--- src/rtl/spi_slave_framed_if.sv ---
// Bus bundle for the framed SPI slave: serial lines plus local RX/TX handshake.
interface spi_slave_framed_if #(
    parameter int unsigned DATA_WIDTH = 32,
    parameter int unsigned TX_DEPTH   = 4,
    parameter int unsigned LVL_W      = $clog2(TX_DEPTH) + 1
);
    logic                  MOSI;
    logic                  MISO;
    logic [DATA_WIDTH-1:0] rx_data;
    logic                  rx_valid;
    logic                  rx_parity_err;
    logic [DATA_WIDTH-1:0] tx_data;
    logic                  tx_valid;
    logic                  tx_ready;
    logic [LVL_W-1:0]      tx_level;
    logic                  tx_busy;

    modport slave (
        input  MOSI, tx_data, tx_valid,
        output MISO, rx_data, rx_valid, rx_parity_err, tx_ready, tx_level, tx_busy
    );

    modport master (
        output MOSI, tx_data, tx_valid,
        input  MISO, rx_data, rx_valid, rx_parity_err, tx_ready, tx_level, tx_busy
    );
endinterface

--- src/rtl/spi_slave_framed.sv ---
// Framed full-duplex 3-wire SPI slave: start bit, LSB-first payload, even parity.
// RX deframer, TX FIFO and TX framer all run on SCLK; MISO changes on the falling edge.
module spi_slave_framed #(
    parameter int unsigned DATA_WIDTH = 32,
    parameter int unsigned TX_DEPTH   = 4,
    parameter int unsigned LVL_W      = $clog2(TX_DEPTH) + 1
) (
    input  logic              rst,
    input  logic              SCLK,
    spi_slave_framed_if.slave bus
);
    localparam int unsigned CNT_W = (DATA_WIDTH > 1) ? $clog2(DATA_WIDTH) : 1;
    localparam int unsigned PTR_W = (TX_DEPTH > 1) ? $clog2(TX_DEPTH) : 1;
    localparam logic [CNT_W-1:0] LAST_BIT = CNT_W'(DATA_WIDTH - 1);
    localparam logic [LVL_W-1:0] FULL_LVL = LVL_W'(TX_DEPTH);

    typedef enum logic [1:0] {RX_IDLE, RX_DATA, RX_PARITY} rx_state_e;
    typedef enum logic [2:0] {TX_IDLE, TX_START, TX_DATA, TX_PAR, TX_GUARD} tx_state_e;

    rx_state_e             rx_state_q, rx_state_d;
    logic [CNT_W-1:0]      rx_cnt_q, rx_cnt_d;
    logic [DATA_WIDTH-1:0] rx_shreg_q, rx_shreg_d;
    logic [DATA_WIDTH-1:0] rx_data_q, rx_data_d;
    logic                  rx_perr_q, rx_perr_d;
    logic                  rx_valid_q, rx_valid_d;

    tx_state_e             tx_state_q, tx_state_d;
    logic [CNT_W-1:0]      tx_cnt_q, tx_cnt_d;
    logic [DATA_WIDTH-1:0] tx_shreg_q, tx_shreg_d;
    logic                  tx_bit_q, tx_bit_d;
    logic                  tx_busy_q, tx_busy_d;
    logic                  tx_pop;
    logic                  miso_q, miso_d;

    logic [DATA_WIDTH-1:0] mem_q [TX_DEPTH];
    logic [DATA_WIDTH-1:0] mem_d [TX_DEPTH];
    logic [PTR_W-1:0]      wr_ptr_q, wr_ptr_d;
    logic [PTR_W-1:0]      rd_ptr_q, rd_ptr_d;
    logic [LVL_W-1:0]      level_q, level_d;
    logic                  tx_ready_q, tx_ready_d;
    logic                  push;
    logic                  fifo_empty;

    assign fifo_empty = (level_q == '0);

    // RX deframer: hunt for start bit, collect payload, check parity on the last bit.
    always_comb begin
        rx_state_d = rx_state_q;
        rx_cnt_d   = rx_cnt_q;
        rx_shreg_d = rx_shreg_q;
        rx_data_d  = rx_data_q;
        rx_perr_d  = rx_perr_q;
        rx_valid_d = 1'b0;
        case (rx_state_q)
            RX_IDLE: begin
                if (bus.MOSI) begin
                    rx_state_d = RX_DATA;
                    rx_cnt_d   = '0;
                end
            end
            RX_DATA: begin
                rx_shreg_d[rx_cnt_q] = bus.MOSI;
                if (rx_cnt_q == LAST_BIT) begin
                    rx_state_d = RX_PARITY;
                end else begin
                    rx_cnt_d = rx_cnt_q + CNT_W'(1);
                end
            end
            RX_PARITY: begin
                rx_data_d  = rx_shreg_q;
                rx_perr_d  = (bus.MOSI != (^rx_shreg_q));
                rx_valid_d = 1'b1;
                rx_state_d = RX_IDLE;
            end
            default: rx_state_d = RX_IDLE;
        endcase
    end

    // TX framer: pop a word, then emit start, payload, parity and one guard zero.
    always_comb begin
        tx_state_d = tx_state_q;
        tx_cnt_d   = tx_cnt_q;
        tx_shreg_d = tx_shreg_q;
        tx_bit_d   = 1'b0;
        tx_pop     = 1'b0;
        case (tx_state_q)
            TX_IDLE, TX_GUARD: begin
                // Guard pops directly so queued frames start every DATA_WIDTH+3 cycles.
                tx_state_d = TX_IDLE;
                if (!fifo_empty) begin
                    tx_pop     = 1'b1;
                    tx_shreg_d = mem_q[rd_ptr_q];
                    tx_state_d = TX_START;
                end
            end
            TX_START: begin
                tx_bit_d   = 1'b1;
                tx_cnt_d   = '0;
                tx_state_d = TX_DATA;
            end
            TX_DATA: begin
                tx_bit_d = tx_shreg_q[tx_cnt_q];
                if (tx_cnt_q == LAST_BIT) begin
                    tx_state_d = TX_PAR;
                end else begin
                    tx_cnt_d = tx_cnt_q + CNT_W'(1);
                end
            end
            TX_PAR: begin
                tx_bit_d   = ^tx_shreg_q;
                tx_state_d = TX_GUARD;
            end
            default: tx_state_d = TX_IDLE;
        endcase
        tx_busy_d = (tx_state_d == TX_START) || (tx_state_d == TX_DATA) ||
                    (tx_state_d == TX_PAR);
        miso_d    = tx_bit_q;
    end

    // TX FIFO: a write while full is dropped even if a pop frees a slot this cycle.
    always_comb begin
        mem_d    = mem_q;
        push     = bus.tx_valid && tx_ready_q;
        wr_ptr_d = wr_ptr_q;
        rd_ptr_d = rd_ptr_q;
        if (push) begin
            mem_d[wr_ptr_q] = bus.tx_data;
            wr_ptr_d        = wr_ptr_q + PTR_W'(1);
        end
        if (tx_pop) begin
            rd_ptr_d = rd_ptr_q + PTR_W'(1);
        end
        level_d    = level_q + LVL_W'(push) - LVL_W'(tx_pop);
        tx_ready_d = (level_d != FULL_LVL);
    end

    // Control and datapath state, cleared by reset.
    always_ff @(posedge SCLK or posedge rst) begin
        if (rst) begin
            rx_state_q <= RX_IDLE;
            rx_cnt_q   <= '0;
            rx_shreg_q <= '0;
            rx_data_q  <= '0;
            rx_perr_q  <= 1'b0;
            rx_valid_q <= 1'b0;
            tx_state_q <= TX_IDLE;
            tx_cnt_q   <= '0;
            tx_shreg_q <= '0;
            tx_bit_q   <= 1'b0;
            tx_busy_q  <= 1'b0;
            wr_ptr_q   <= '0;
            rd_ptr_q   <= '0;
            level_q    <= '0;
            tx_ready_q <= 1'b1;
        end else begin
            rx_state_q <= rx_state_d;
            rx_cnt_q   <= rx_cnt_d;
            rx_shreg_q <= rx_shreg_d;
            rx_data_q  <= rx_data_d;
            rx_perr_q  <= rx_perr_d;
            rx_valid_q <= rx_valid_d;
            tx_state_q <= tx_state_d;
            tx_cnt_q   <= tx_cnt_d;
            tx_shreg_q <= tx_shreg_d;
            tx_bit_q   <= tx_bit_d;
            tx_busy_q  <= tx_busy_d;
            wr_ptr_q   <= wr_ptr_d;
            rd_ptr_q   <= rd_ptr_d;
            level_q    <= level_d;
            tx_ready_q <= tx_ready_d;
        end
    end

    // FIFO storage; contents are don't-care while the level says empty.
    always_ff @(posedge SCLK) begin
        mem_q <= mem_d;
    end

    // MISO launches on the falling edge so the master samples a settled bit.
    always_ff @(negedge SCLK or posedge rst) begin
        if (rst) begin
            miso_q <= 1'b0;
        end else begin
            miso_q <= miso_d;
        end
    end

    assign bus.MISO          = miso_q;
    assign bus.rx_data       = rx_data_q;
    assign bus.rx_valid      = rx_valid_q;
    assign bus.rx_parity_err = rx_perr_q;
    assign bus.tx_ready      = tx_ready_q;
    assign bus.tx_level      = level_q;
    assign bus.tx_busy       = tx_busy_q;
endmodule
--- src/flat_wrapper.sv ---
// flat-port wrapper written by rule: the top's interface ports become plain ports
module spi_slave_framed_flat 
#(
    parameter int unsigned DATA_WIDTH = 32,
    parameter int unsigned TX_DEPTH   = 4,
    parameter int unsigned LVL_W      = $clog2(TX_DEPTH) + 1
)
  (rst, SCLK, bus_MOSI, bus_tx_data, bus_tx_valid, bus_MISO, bus_rx_data, bus_rx_valid, bus_rx_parity_err, bus_tx_ready, bus_tx_level, bus_tx_busy);
  spi_slave_framed_if #(.DATA_WIDTH(DATA_WIDTH), .TX_DEPTH(TX_DEPTH), .LVL_W(LVL_W)) bus_i ();
  input  logic rst;
  input  logic SCLK;
  input wire logic [$bits(bus_i.MOSI)-1:0] bus_MOSI;
  input wire logic [$bits(bus_i.tx_data)-1:0] bus_tx_data;
  input wire logic [$bits(bus_i.tx_valid)-1:0] bus_tx_valid;
  output wire logic [$bits(bus_i.MISO)-1:0] bus_MISO;
  output wire logic [$bits(bus_i.rx_data)-1:0] bus_rx_data;
  output wire logic [$bits(bus_i.rx_valid)-1:0] bus_rx_valid;
  output wire logic [$bits(bus_i.rx_parity_err)-1:0] bus_rx_parity_err;
  output wire logic [$bits(bus_i.tx_ready)-1:0] bus_tx_ready;
  output wire logic [$bits(bus_i.tx_level)-1:0] bus_tx_level;
  output wire logic [$bits(bus_i.tx_busy)-1:0] bus_tx_busy;
  assign bus_i.MOSI = bus_MOSI;
  assign bus_i.tx_data = bus_tx_data;
  assign bus_i.tx_valid = bus_tx_valid;
  assign bus_MISO = bus_i.MISO;
  assign bus_rx_data = bus_i.rx_data;
  assign bus_rx_valid = bus_i.rx_valid;
  assign bus_rx_parity_err = bus_i.rx_parity_err;
  assign bus_tx_ready = bus_i.tx_ready;
  assign bus_tx_level = bus_i.tx_level;
  assign bus_tx_busy = bus_i.tx_busy;
  spi_slave_framed #(.DATA_WIDTH(DATA_WIDTH), .TX_DEPTH(TX_DEPTH), .LVL_W(LVL_W)) u_core (.rst(rst), .SCLK(SCLK), .bus(bus_i));
endmodule
--- config.mk ---
export PLATFORM = sky130hd
export DESIGN_NAME = spi_slave_framed_flat
export DESIGN_NICKNAME = d
export VERILOG_FILES = /design/src/rtl/spi_slave_framed_if.sv /design/src/rtl/spi_slave_framed.sv /design/src/flat_wrapper.sv
export SDC_FILE = /design/constraint.sdc
export NUM_CORES = 1
export LEC_CHECK = 0
export BUFFER_PORTS_ARGS = -buffer_cell sky130_fd_sc_hd__buf_2
export CAP_MARGIN = 20
export CORE_ASPECT_RATIO = 0.75
export CORE_MARGIN = 4
export CORE_UTILIZATION = 55
export DETAILED_ROUTE_END_ITERATION = 7
export GPL_ROUTABILITY_DRIVEN = 1
export HOLD_SLACK_MARGIN = 0.1
export PLACE_DENSITY_LB_ADDON = 0.08
export SYNTH_ARGS = -nofsm -noshare
export SYNTH_HDL_FRONTEND = slang
export SYNTH_SLANG_ARGS = --single-unit
--- constraint.sdc ---
create_clock -name SCLK -period 4.8 [get_ports SCLK]
set_input_delay 0.72 -clock SCLK [delete_from_list [all_inputs] [get_ports SCLK]]
set_output_delay 0.72 -clock SCLK [all_outputs]
set_load 0.01 [all_outputs]
==> flow_metrics.env <==
export IMPL_outcome="complete, no violations"
export IMPL_hold_path_depth=1
export IMPL_cp_arrival_ns=3.41
export IMPL_cts_sinks=252
export IMPL_hold_viol=0
export IMPL_dieArea_um2=21610
export IMPL_internal_power_w=0.005783
export IMPL_critPathSlowestCell="dfrtn_1"
export IMPL_htreeDepth=1
export IMPL_synth_compound_area_share_pct=1.862
export IMPL_crit_fanout=1
export IMPL_synth_area_leaders="edfxtp_1, dfrtp_1, mux2_2"
export IMPL_nNetsFinal=769
export IMPL_gp_congestion=0.8041
export IMPL_max_vdd_ir_drop_v=0.0003846
export IMPL_yosysTopAreaCellShare_pct=36.21
export IMPL_drc=0
export IMPL_numCtsBuffers=24
export IMPL_grt_max_degree=66
export IMPL_vias=5499
export IMPL_clk_path_buf_depth=3
export IMPL_slew_headroom_pct=34.45
export IMPL_syn2layout_area_growth_pct=13.47
export IMPL_layout_common_cells="edfxtp_1, dfrtp_1, mux2_2"
export IMPL_io_buffers=75
export IMPL_fin_skew_ns=0.01974
export IMPL_grt_setup_unrepaired="false"
export IMPL_crit_cells=1
export IMPL_p_clk_share_pct=21.9
export IMPL_synth_top_family_by_area="multiplexers"
export IMPL_mappedNetlistArea_um2=10620
export IMPL_multi_input_area_um2=3500
export IMPL_viasPerCell=5.588
export IMPL_cts_resized=0
export IMPL_fin_ws_ns=0.6667
export IMPL_path_class="reg2out"
export IMPL_fillers=1404
export IMPL_crit_family="flip-flops"
export IMPL_postCtsHoldBufs=0
export IMPL_crit_path_start_kind="flop"
export IMPL_grt_pass1_vias=5764
export IMPL_antenna_found_initial=1
export IMPL_final_common_cell="edfxtp_1"
export IMPL_finalSetupTns_ns=0
export IMPL_die_w_um=168.4
export IMPL_synth_simple_area_share_pct=3.877
export IMPL_drt_initial_drc_count=407
export IMPL_rows=43
export IMPL_endpoint_kind="output pin"
export IMPL_seq_area_frac_synth_pct=65.44
export IMPL_cts_tree="built"
export IMPL_crit_chain="buf_2"
export IMPL_cap_violations=0
export IMPL_p_sw_share_pct=32.31
export IMPL_p_leak_nw=4.586
export IMPL_worst_ep_required_time_ns=4.08
export IMPL_syn_nets=687
export IMPL_seqPwrFrac_pct=40.2
export IMPL_dp_slack_ns=1.192
export IMPL_ff2ff_path_depth=0
export IMPL_insertion_delay_ns=0.52
export IMPL_dp_cells=940
export IMPL_cp_buffers_inverters=1
export IMPL_regArea_um2=6950
export IMPL_start_util_pct=56.70
export IMPL_cpPeakStageDelay_ns=0.38
export IMPL_synth_avg_cell_area_um2=16.67
export IMPL_drive_above_1_share_pct=35.41
export IMPL_drtAntennaViolNets=0
export IMPL_core_area_um2=18720
export IMPL_ys_ff_latch=252
export IMPL_synth_edf_count=128
export IMPL_combPwrFrac_pct=37.9
export IMPL_syn_inst=637
export IMPL_final_setup_viol_count=0
export IMPL_post_drt_wl_per_cell_um=19.68
export IMPL_grt_pass1_wl_um=31790
export IMPL_synth_warnings=0
export IMPL_finish_utilization_pct=64.34
export IMPL_dp_hpwl_um=13120
export IMPL_muxShareOfSynthArea_pct=19.66
export IMPL_die_h_um=128.3
export IMPL_antenna_cells=0
export IMPL_grt_overflow=0
export IMPL_postCtsSetupBuffers=0
export IMPL_power_switching_w=0.002760
export IMPL_whs_ns=0.4226
export IMPL_synth_fa_ha_area_share_pct=1.721
export IMPL_drv_slew=0
export IMPL_final_cells=984
export IMPL_grtUsageTotal_pct=18.61
export IMPL_io_pins=76
export IMPL_synthArstFlopShare_pct=49.21
export IMPL_synth_ff_type="edfxtp_1"
export IMPL_firstDrtPassIters=4
export IMPL_hold_path_class="in2reg"
export IMPL_worst_pin_slew_ns=0.9832
export IMPL_cts_root_buf="clkbuf_16"
export IMPL_synth_cell_type_count=40
export IMPL_synth_xor_area_share_pct=5.822
export IMPL_cellPowerDensity_nw_per_um2=709.2
export IMPL_wirelength_um=19360
export IMPL_path_clk_slew_ns=0.06
export IMPL_yosys_area_top_type="edfxtp_1"
kinds of logic (layout without fill, tap and decap cells):
group                    count (synthesis)  after routing
AND/OR/NAND/NOR                         88             88
buffers and inverters                   42            142
multiplexers                           142            142
flip-flops                             252            252
AO/OA/AOI/OAI                           30             30
XOR/XNOR                                69             69
adder cells (fa/ha/maj)                 14             14
layer usage:
| metal | routed length [um] | global-route usage [%] | up-vias |
|---|---|---|---|
| li1 | - | - | 2510 |
| met1 | 9494 | 30.10 | 2837 |
| met2 | 8575 | 27.03 | 119 |
| met3 | 979 | 3.175 | 31 |
| met4 | 293 | 3.817 | 2 |
| met5 | 20 | 0 | - |
final cells by class:
| type | instances | area share [%] |
|---|---|---|
| flip-flops and latches | 252 | 57.70 |
| inverters | 14 | 0.4674 |
| well taps | 247 | 2.565 |
| clock inverters | 13 | 0.9971 |
| repair buffers | 84 | 3.677 |
| clock buffers | 31 | 5.546 |
| multi-input cells | 343 | 29.05 |
worst paths after layout:
check,startpoint,to,slack [ns]
setup reg to reg,u_core.miso_d,u_core.bus.MISO,1.87
min in group asynchronous,rst,u_core.wr_ptr_q[0],0.46
setup / recovery,u_core.bus.MISO,bus_MISO,0.67
hold / removal,bus_tx_data[27],u_core.mem_q[27],0.42
hold reg to reg,u_core.bus.rx_data[13],u_core.bus.rx_data[13],0.50
max in group asynchronous,rst,u_core.bus.MISO,2.33
power by group through the flow:
stage               logic, W  registers, W  clock network [W]
finish               0.00324       0.00344            0.00187
global route         0.00354       0.00352            0.00201
CTS                  0.00329       0.00344            0.00191
detailed placement   0.00327       0.00348                  0
global placement     0.00321       0.00344                  0
floorplan            0.00277       0.00320                  0
cells in the mapped netlist (6+ instances only):
cell,instances
xnor2_1,59
nor2_1,26
edfxtp_1,128
mux4_1,8
inv_1,12
xor2_1,9
and3_1,6
mux4_2,33
dfrtp_1,122
nand2_1,29
o21ai_0,11
clkbuf_1,17
mux2_2,98
ha_1,13
metrics by stage:
stage	instance area, um^2	power [W]
6_report	12050	0.008544
3_3_place_gp	11260	0.006652
4_1_cts	12050	0.008640
2_1_floorplan	10620	0.005962
5_1_grt	12050	0.009076
3_5_place_dp	11260	0.006748
state kept, by name, summed over array words and instances, names as in the netlist:
signal / flops
u_core.bus.MISO: 1
u_core.bus.rx_data: 32
u_core.bus.rx_parity_err: 1
u_core.bus.rx_valid: 1
u_core.bus.tx_busy: 1
u_core.bus.tx_level: 3
u_core.bus.tx_ready: 1
u_core.mem_q: 128
u_core.miso_d: 1
u_core.rd_ptr_q: 2
u_core.rx_cnt_q: 5
u_core.rx_shreg_q: 32
u_core.rx_state_q: 2
u_core.tx_cnt_q: 5
u_core.tx_shreg_q: 32
u_core.tx_state_q: 3
u_core.wr_ptr_q: 2
No activity file was read; power rests on OpenSTA's default activity.
